$ cat src/rtl/i2c_cmd_sequencer_if.sv
// Request, write-byte, master-burst, read-byte and status signals of the I2C command sequencer.
// The slave modport is the sequencer side; the master modport is the side that drives it.
interface i2c_cmd_sequencer_if;
    logic       req_valid;
    logic       req_ready;
    logic [6:0] req_addr;
    logic       req_write;
    logic [3:0] req_len;
    logic       wdata_valid;
    logic       wdata_ready;
    logic [7:0] wdata;
    logic       m_canin;
    logic       m_pushin;
    logic [7:0] m_data_in;
    logic       m_pushout;
    logic [7:0] m_data_out;
    logic       rdata_valid;
    logic       rdata_ready;
    logic [7:0] rdata;
    logic       busy;
    logic       done;
    logic       timeout;
    logic       rd_overflow;

    modport slave (
        input  req_valid, req_addr, req_write, req_len,
        input  wdata_valid, wdata,
        input  m_canin, m_pushout, m_data_out,
        input  rdata_ready,
        output req_ready, wdata_ready, m_pushin, m_data_in,
        output rdata_valid, rdata, busy, done, timeout, rd_overflow
    );

    modport master (
        output req_valid, req_addr, req_write, req_len,
        output wdata_valid, wdata,
        output m_canin, m_pushout, m_data_out,
        output rdata_ready,
        input  req_ready, wdata_ready, m_pushin, m_data_in,
        input  rdata_valid, rdata, busy, done, timeout, rd_overflow
    );
endinterface

$ cat src/rtl/i2c_cmd_sequencer.sv
// Front-end for the single-master I2C controller: queues write bytes, emits each transaction
// as one contiguous header+data pushin burst, and collects read bytes into a ready/valid FIFO.
module i2c_seq_fifo #(
    parameter int DEPTH = 16,
    parameter int W     = 8
) (
    input  logic                   clk,
    input  logic                   rst,
    input  logic                   push,
    input  logic                   pop,
    input  logic [W-1:0]           din,
    output logic [W-1:0]           dout,
    output logic [$clog2(DEPTH):0] count,
    output logic                   full
);
    localparam int AW = $clog2(DEPTH);
    localparam logic [AW:0] FULL_CNT = (AW+1)'(DEPTH);

    logic [W-1:0]  mem [DEPTH];
    logic [AW-1:0] wp, rp;
    logic          do_push, do_pop;

    assign full    = (count == FULL_CNT);
    assign do_push = push && !full;
    assign do_pop  = pop && (count != '0);
    assign dout    = mem[rp];

    always_ff @(posedge clk) begin
        if (do_push) mem[wp] <= din;
    end

    always_ff @(posedge clk) begin
        if (rst) begin
            wp    <= '0;
            rp    <= '0;
            count <= '0;
        end else begin
            if (do_push) wp <= wp + 1'b1;
            if (do_pop)  rp <= rp + 1'b1;
            case ({do_push, do_pop})
                2'b10:   count <= count + 1'b1;
                2'b01:   count <= count - 1'b1;
                default: ;
            endcase
        end
    end
endmodule

module i2c_cmd_sequencer #(
    parameter int WFIFO_DEPTH = 16,
    parameter int RFIFO_DEPTH = 16,
    parameter int RD_TIMEOUT  = 65535
) (
    input logic                  clk,
    input logic                  rst,
    i2c_cmd_sequencer_if.slave   bus
);
    localparam int WCW = $clog2(WFIFO_DEPTH) + 1;
    localparam int RCW = $clog2(RFIFO_DEPTH) + 1;
    localparam int TW  = $clog2(RD_TIMEOUT + 1);

    typedef enum logic [2:0] {
        S_IDLE, S_WAIT_RES, S_HDR, S_BURST, S_RD_WAIT, S_DONE
    } state_t;

    state_t         state, nstate;
    logic           live;
    logic [6:0]     addr_q;
    logic           wr_q;
    logic [3:0]     len_q;
    logic [3:0]     bcnt;
    logic [4:0]     rx_cnt, rx_next;
    logic [TW-1:0]  timer;
    logic           to_q;

    logic [WCW-1:0] wf_cnt;
    logic           wf_full;
    logic [7:0]     wf_head;
    logic [RCW-1:0] rf_cnt, rf_free;
    logic           rf_full;
    logic [7:0]     rf_head;

    logic           acc, res_ok, rx_done, tmo;
    logic           pushin_d, wpop;
    logic [7:0]     data_d;

    i2c_seq_fifo #(.DEPTH(WFIFO_DEPTH), .W(8)) u_wfifo (
        .clk(clk), .rst(rst),
        .push(bus.wdata_valid && bus.wdata_ready), .pop(wpop),
        .din(bus.wdata), .dout(wf_head), .count(wf_cnt), .full(wf_full)
    );

    i2c_seq_fifo #(.DEPTH(RFIFO_DEPTH), .W(8)) u_rfifo (
        .clk(clk), .rst(rst),
        .push(bus.m_pushout), .pop(bus.rdata_valid && bus.rdata_ready),
        .din(bus.m_data_out), .dout(rf_head), .count(rf_cnt), .full(rf_full)
    );

    // live holds the handshakes low through reset and for the first edge after it
    assign bus.wdata_ready = live && !wf_full;
    assign bus.rdata_valid = (rf_cnt != '0);
    assign bus.rdata       = rf_head;

    assign acc     = bus.req_valid && bus.req_ready;
    assign rf_free = RCW'(RFIFO_DEPTH) - rf_cnt;
    assign res_ok  = wr_q ? (wf_cnt >= WCW'(len_q)) : (rf_free >= RCW'(len_q));
    assign rx_next = rx_cnt + {4'd0, bus.m_pushout};
    assign rx_done = (rx_next >= {1'b0, len_q});
    assign tmo     = (timer == TW'(RD_TIMEOUT - 1));

    always_ff @(posedge clk) begin
        if (rst) state <= S_IDLE;
        else     state <= nstate;
    end

    always_comb begin
        nstate = state;
        case (state)
            S_IDLE:     if (acc) nstate = S_WAIT_RES;
            S_WAIT_RES: if (res_ok && bus.m_canin) nstate = S_HDR;
            S_HDR:      nstate = (len_q == 4'd0) ? S_DONE : S_BURST;
            S_BURST:    if (bcnt == 4'd1) nstate = wr_q ? S_DONE : S_RD_WAIT;
            S_RD_WAIT:  if (rx_done || tmo) nstate = S_DONE;
            S_DONE:     nstate = S_IDLE;
            default:    nstate = S_IDLE;
        endcase
    end

    always_comb begin
        pushin_d      = (state == S_HDR) || (state == S_BURST);
        wpop          = (state == S_BURST) && wr_q;
        data_d        = 8'h00;
        if (state == S_HDR) data_d = {addr_q, wr_q};
        else if (wpop)      data_d = wf_head;
        bus.req_ready = live && (state == S_IDLE);
        bus.busy      = (state != S_IDLE);
        bus.done      = (state == S_DONE);
        bus.timeout   = (state == S_DONE) && to_q;
    end

    always_ff @(posedge clk) begin
        if (rst) begin
            live            <= 1'b0;
            bus.m_pushin    <= 1'b0;
            bus.m_data_in   <= 8'h00;
            bus.rd_overflow <= 1'b0;
            addr_q          <= '0;
            wr_q            <= 1'b0;
            len_q           <= '0;
            bcnt            <= '0;
            rx_cnt          <= '0;
            timer           <= '0;
            to_q            <= 1'b0;
        end else begin
            live          <= 1'b1;
            bus.m_pushin  <= pushin_d;
            bus.m_data_in <= data_d;
            if (acc) begin
                addr_q <= bus.req_addr;
                wr_q   <= bus.req_write;
                len_q  <= bus.req_len;
                rx_cnt <= '0;
                to_q   <= 1'b0;
            end
            if (state == S_HDR)        bcnt <= len_q;
            else if (state == S_BURST) bcnt <= bcnt - 1'b1;
            // read bytes may come back while the zero-filled count words are still going out
            if ((state == S_BURST || state == S_RD_WAIT) && bus.m_pushout) rx_cnt <= rx_next;
            timer <= (state == S_RD_WAIT) ? timer + 1'b1 : '0;
            if (state == S_RD_WAIT && tmo && !rx_done) to_q <= 1'b1;
            if (bus.m_pushout && rf_full) bus.rd_overflow <= 1'b1;
        end
    end
endmodule

$ cat src/flat_wrapper.sv
// flat-port wrapper written by rule: the top's interface ports become plain ports
module i2c_cmd_sequencer_flat 
#(
    parameter int WFIFO_DEPTH = 16,
    parameter int RFIFO_DEPTH = 16,
    parameter int RD_TIMEOUT  = 65535
)
  (clk, rst, bus_req_valid, bus_req_addr, bus_req_write, bus_req_len, bus_wdata_valid, bus_wdata, bus_m_canin, bus_m_pushout, bus_m_data_out, bus_rdata_ready, bus_req_ready, bus_wdata_ready, bus_m_pushin, bus_m_data_in, bus_rdata_valid, bus_rdata, bus_busy, bus_done, bus_timeout, bus_rd_overflow);
  i2c_cmd_sequencer_if bus_i ();
  input logic clk;
  input logic rst;
  input wire logic [$bits(bus_i.req_valid)-1:0] bus_req_valid;
  input wire logic [$bits(bus_i.req_addr)-1:0] bus_req_addr;
  input wire logic [$bits(bus_i.req_write)-1:0] bus_req_write;
  input wire logic [$bits(bus_i.req_len)-1:0] bus_req_len;
  input wire logic [$bits(bus_i.wdata_valid)-1:0] bus_wdata_valid;
  input wire logic [$bits(bus_i.wdata)-1:0] bus_wdata;
  input wire logic [$bits(bus_i.m_canin)-1:0] bus_m_canin;
  input wire logic [$bits(bus_i.m_pushout)-1:0] bus_m_pushout;
  input wire logic [$bits(bus_i.m_data_out)-1:0] bus_m_data_out;
  input wire logic [$bits(bus_i.rdata_ready)-1:0] bus_rdata_ready;
  output wire logic [$bits(bus_i.req_ready)-1:0] bus_req_ready;
  output wire logic [$bits(bus_i.wdata_ready)-1:0] bus_wdata_ready;
  output wire logic [$bits(bus_i.m_pushin)-1:0] bus_m_pushin;
  output wire logic [$bits(bus_i.m_data_in)-1:0] bus_m_data_in;
  output wire logic [$bits(bus_i.rdata_valid)-1:0] bus_rdata_valid;
  output wire logic [$bits(bus_i.rdata)-1:0] bus_rdata;
  output wire logic [$bits(bus_i.busy)-1:0] bus_busy;
  output wire logic [$bits(bus_i.done)-1:0] bus_done;
  output wire logic [$bits(bus_i.timeout)-1:0] bus_timeout;
  output wire logic [$bits(bus_i.rd_overflow)-1:0] bus_rd_overflow;
  assign bus_i.req_valid = bus_req_valid;
  assign bus_i.req_addr = bus_req_addr;
  assign bus_i.req_write = bus_req_write;
  assign bus_i.req_len = bus_req_len;
  assign bus_i.wdata_valid = bus_wdata_valid;
  assign bus_i.wdata = bus_wdata;
  assign bus_i.m_canin = bus_m_canin;
  assign bus_i.m_pushout = bus_m_pushout;
  assign bus_i.m_data_out = bus_m_data_out;
  assign bus_i.rdata_ready = bus_rdata_ready;
  assign bus_req_ready = bus_i.req_ready;
  assign bus_wdata_ready = bus_i.wdata_ready;
  assign bus_m_pushin = bus_i.m_pushin;
  assign bus_m_data_in = bus_i.m_data_in;
  assign bus_rdata_valid = bus_i.rdata_valid;
  assign bus_rdata = bus_i.rdata;
  assign bus_busy = bus_i.busy;
  assign bus_done = bus_i.done;
  assign bus_timeout = bus_i.timeout;
  assign bus_rd_overflow = bus_i.rd_overflow;
  i2c_cmd_sequencer #(.WFIFO_DEPTH(WFIFO_DEPTH), .RFIFO_DEPTH(RFIFO_DEPTH), .RD_TIMEOUT(RD_TIMEOUT)) u_core (.clk(clk), .rst(rst), .bus(bus_i));
endmodule
$ cat config.mk
export PLATFORM = sky130hd
export DESIGN_NAME = i2c_cmd_sequencer_flat
export DESIGN_NICKNAME = d
export VERILOG_FILES = /design/src/rtl/i2c_cmd_sequencer_if.sv /design/src/rtl/i2c_cmd_sequencer.sv /design/src/flat_wrapper.sv
export SDC_FILE = /design/constraint.sdc
export NUM_CORES = 1
export LEC_CHECK = 0
export ABC_AREA = 0
export CAP_MARGIN = 25
export CORE_MARGIN = 10
export CORE_UTILIZATION = 62
export DETAILED_ROUTE_END_ITERATION = 8
export GPL_ROUTABILITY_DRIVEN = 0
export PLACE_DENSITY = 0.82
export SYNTH_ARGS = -nofsm -noshare
export SYNTH_HDL_FRONTEND = slang
export SYNTH_SLANG_ARGS = --single-unit
$ cat constraint.sdc
create_clock -name clk -period 5.83 [get_ports clk]
set_input_delay 0.583 -clock clk [delete_from_list [all_inputs] [get_ports clk]]
set_output_delay 0.583 -clock clk [all_outputs]
set_load 0.1 [all_outputs]
==> results by group <==
Worst setup path
  • Arrival @ worst endpoint: 3630 ps
  • Worst setup EP type: output pin
  • Slowest CP cell: clkdlybuf4s50_1
  • CP bufs+invs: 2
  • CP top delay family: buffers and inverters
  • CP Class: reg2out
  • Critical Path RT: 5250 ps
  • CP most frequent cell: mux4_2
  • Startpoint types: flop
  • Crit Path Max Fanout: 18
  • Critical path's largest stage delay: 990 ps
  • Cell Chain, Critical Path: buf_4, mux4_2, mux4_2, clkdlybuf4s50_1

Power and ir drop
  • LEAKAGE: 5.281 nW
  • VDD IR max: 262.5 uV
  • Power Density: 390.6 mW/mm^2
  • Total Power: 6.244 mW

Die
  • Starting Density: 0.6366
  • Ports: 59
  • Die ar.: 0.02903 mm^2
  • Die H: 170.4 um
  • Core area: 0.02203 mm^2
  • Horiz. Die Dim: 170.4 um
  • Row count: 54

Clock tree
  • Max Root-Sink Buffers: 3
  • Clock Pin Slew Worst Setup and Hold Paths: 60 ps
  • Num CTS Buffers: 35
  • Worst-Skew Late Latency: 530 ps
  • CTS tree: done
  • Cts repair resizes: 0
  • H-tree depth: 2
  • Post-CTS Hold Buffers: 0
  • Root Driver: clkbuf_16
  • Post CTS Setup Buffer Count: 0
  • Clock Sinks: 342

STA
  • Clk_skew: 23.98 ps
  • Worst slew pin tran: 1175 ps
  • Final worst slack: 1618 ps
  • Max-slew violations: 0
  • RSZ-0062 raised after global routing: no
  • Period utilization: 0.7224
  • Final hold violation count: 0
  • Fmax: 237.4 MHz
  • Final setup viols: 0
  • TNS Setup: 0 ps
  • Worst rel slew slack: 0.2136
  • Min cycle time layout: 4212 ps

Finish
  • # fillers: 1,299
  • Area grow syn2layout: 14.02%
  • Fraction of layout cells with a size suffix above 1: 0.1402
  • Final net count: 1,013
  • # diodes: 0
  • Most frequent cells in the layout: 256 x edfxtp_1, 91 x nor2_1, 84 x dfxtp_1, 61 x mux4_2, 57 x clkdlybuf4s50_1
  • Commonest non-fill, non-tap cell in the layout: edfxtp_1

Detailed routing
  • Routed Antenna Nets: 0
  • Iter 0 DRT Violations: 720
  • Avg WL per Cell: 23.33 um
  • Via Count: 7,589
  • DRC violation count after routing: 0
  • First-pass DRT Iterations: 5
  • Routed vias/inst: 6.105
  • Total wire length: 29,000 um

Logic synthesis
  • Synth warn: 0
  • Yosys top cell by area: edfxtp_1
  • Async SR Flop Fraction: 0
  • Main synth FF type: edfxtp_1
  • Synth Cell Area: 0.01402 mm^2
  • Synth unique cells: 52
  • Syn Inst Count: 872
  • Top-area cell type share of the netlist area: 0.5482
  • Synth area leaders: edfxtp_1 55%, dfxtp_1 12%, mux4_2 9.8%
  • Post-synthesis register bit count: 342
  • Synthesized area per cell: 16.08 um^2
  • EDFF count, synth: 256
  • Synth Net Count: 948
  • Sequential fraction of the synthesis area: 0.6710

Placed design
  • DP HPWL: 17,770 um
  • Port buffer count: 58
  • Dpl ws: 2184 ps

Global route
  • First-pass GRT wire length: 44,510 um
  • Remaining Overflow, GRT: 0
  • Pin count of the biggest net entering global routing: 57
  • Total track usage: 0.2007
  • Initial antenna violation count: 0
  • Number of global-route vias before repair: 7,689

Min path
  • Worst Hold Class: in2reg

Status
  • Status: finished, final reports clean

Job
  • Max Cap Viol: 0
## worst paths after layout
path | endpoint | from | slack [ps] | cells after the start
setup / recovery | bus_rdata[3] | flop | 1620 | 4
hold / removal | u_core.u_wfifo.wp[1]$_SDFFE_PP0P_ | rst | 380 | 2
setup reg to reg | u_core.u_rfifo.count[4]$_SDFFE_PP0P_ | u_core.u_rfifo.count[0]$_SDFFE_PP0P_ | 2500 | 14
hold reg to reg | u_core.addr_q[1]$_SDFFE_PP0P_ | u_core.addr_q[1]$_SDFFE_PP0P_ | 460 | 2
## metal layers
layer,up-vias,track usage,wire length [um]
met5,-,0,0
met4,0,0.06674,771
met1,3779,0.2455,11390
li1,3459,-,-
met3,66,0.03309,1735
met2,285,0.3558,15100
## cells by family after synthesis
logic type / synth area share
AO/OA/AOI/OAI: 0.03489
XOR/XNOR: 0.02249
adder cells (fa/ha/maj): 0.03766
buffers and inverters: 0.02498
flip-flops: 0.6710
multiplexers: 0.1365
AND/OR/NAND/NOR: 0.07246
## power breakdown
group	internal, mW	switching, mW	total, mW
clock	1.27	0.910	2.18
combinational	0.484	0.773	1.26
sequential	2.70	0.104	2.81
total	4.46	1.79	6.24
## cell type report
| type | instances | area, um^2 | share of cell area |
|---|---|---|---|
| Clock inverter | 11 | 127.6 | 0.007982 |
| Multi-Input combinational cell | 457 | 4278 | 0.2676 |
| Clock buffer | 52 | 989.7 | 0.06190 |
| Timing Repair Buffer | 72 | 721.9 | 0.04516 |
| Tap cell | 280 | 350.3 | 0.02191 |
| Inverter | 29 | 108.9 | 0.006809 |
| Sequential cell | 342 | 9412 | 0.5887 |
## flip-flops by register name, summed over array words and instances (netlist names), 3 cells and up, named ones only
| name | cells |
|---|---|
| u_core.addr_q | 7 |
| u_core.bcnt | 4 |
| u_core.u_wfifo.count | 5 |
| u_core.u_wfifo.rp | 4 |
| u_core.u_wfifo.mem | 128 |
| u_core.u_rfifo.wp | 4 |
| u_core.rx_cnt | 5 |
| u_core.u_wfifo.wp | 4 |
| u_core.state | 3 |
| u_core.u_rfifo.rp | 4 |
| u_core.bus.m_data_in | 8 |
| u_core.u_rfifo.count | 5 |
| u_core.timer | 16 |
| u_core.len_q | 4 |
| u_core.u_rfifo.mem | 128 |
## synthesized netlist by cell type (11+ instances only)
master / count
mux4_1: 19
inv_1: 28
clkbuf_1: 22
nor2_1: 91
dfxtp_1: 86
a21oi_1: 38
nor3_1: 16
nand2_1: 52
mux4_2: 61
xor2_1: 25
xnor2_1: 11
edfxtp_1: 256
nand3_1: 15
ha_1: 39
## metrics by stage
step	hold slack, ps	utilization	instances	instance area, um^2
2_1_floorplan	427.4	-	872	14020
6_report	375.2	0.7259	1243	15990
4_1_cts	466.3	0.7230	1238	15930
5_1_grt	378.1	0.7259	1243	15990
3_5_place_dp	451.2	0.6723	1175	14810
3_3_place_gp	448.0	0.6709	1173	14780
(Power assumes the default switching activity.)
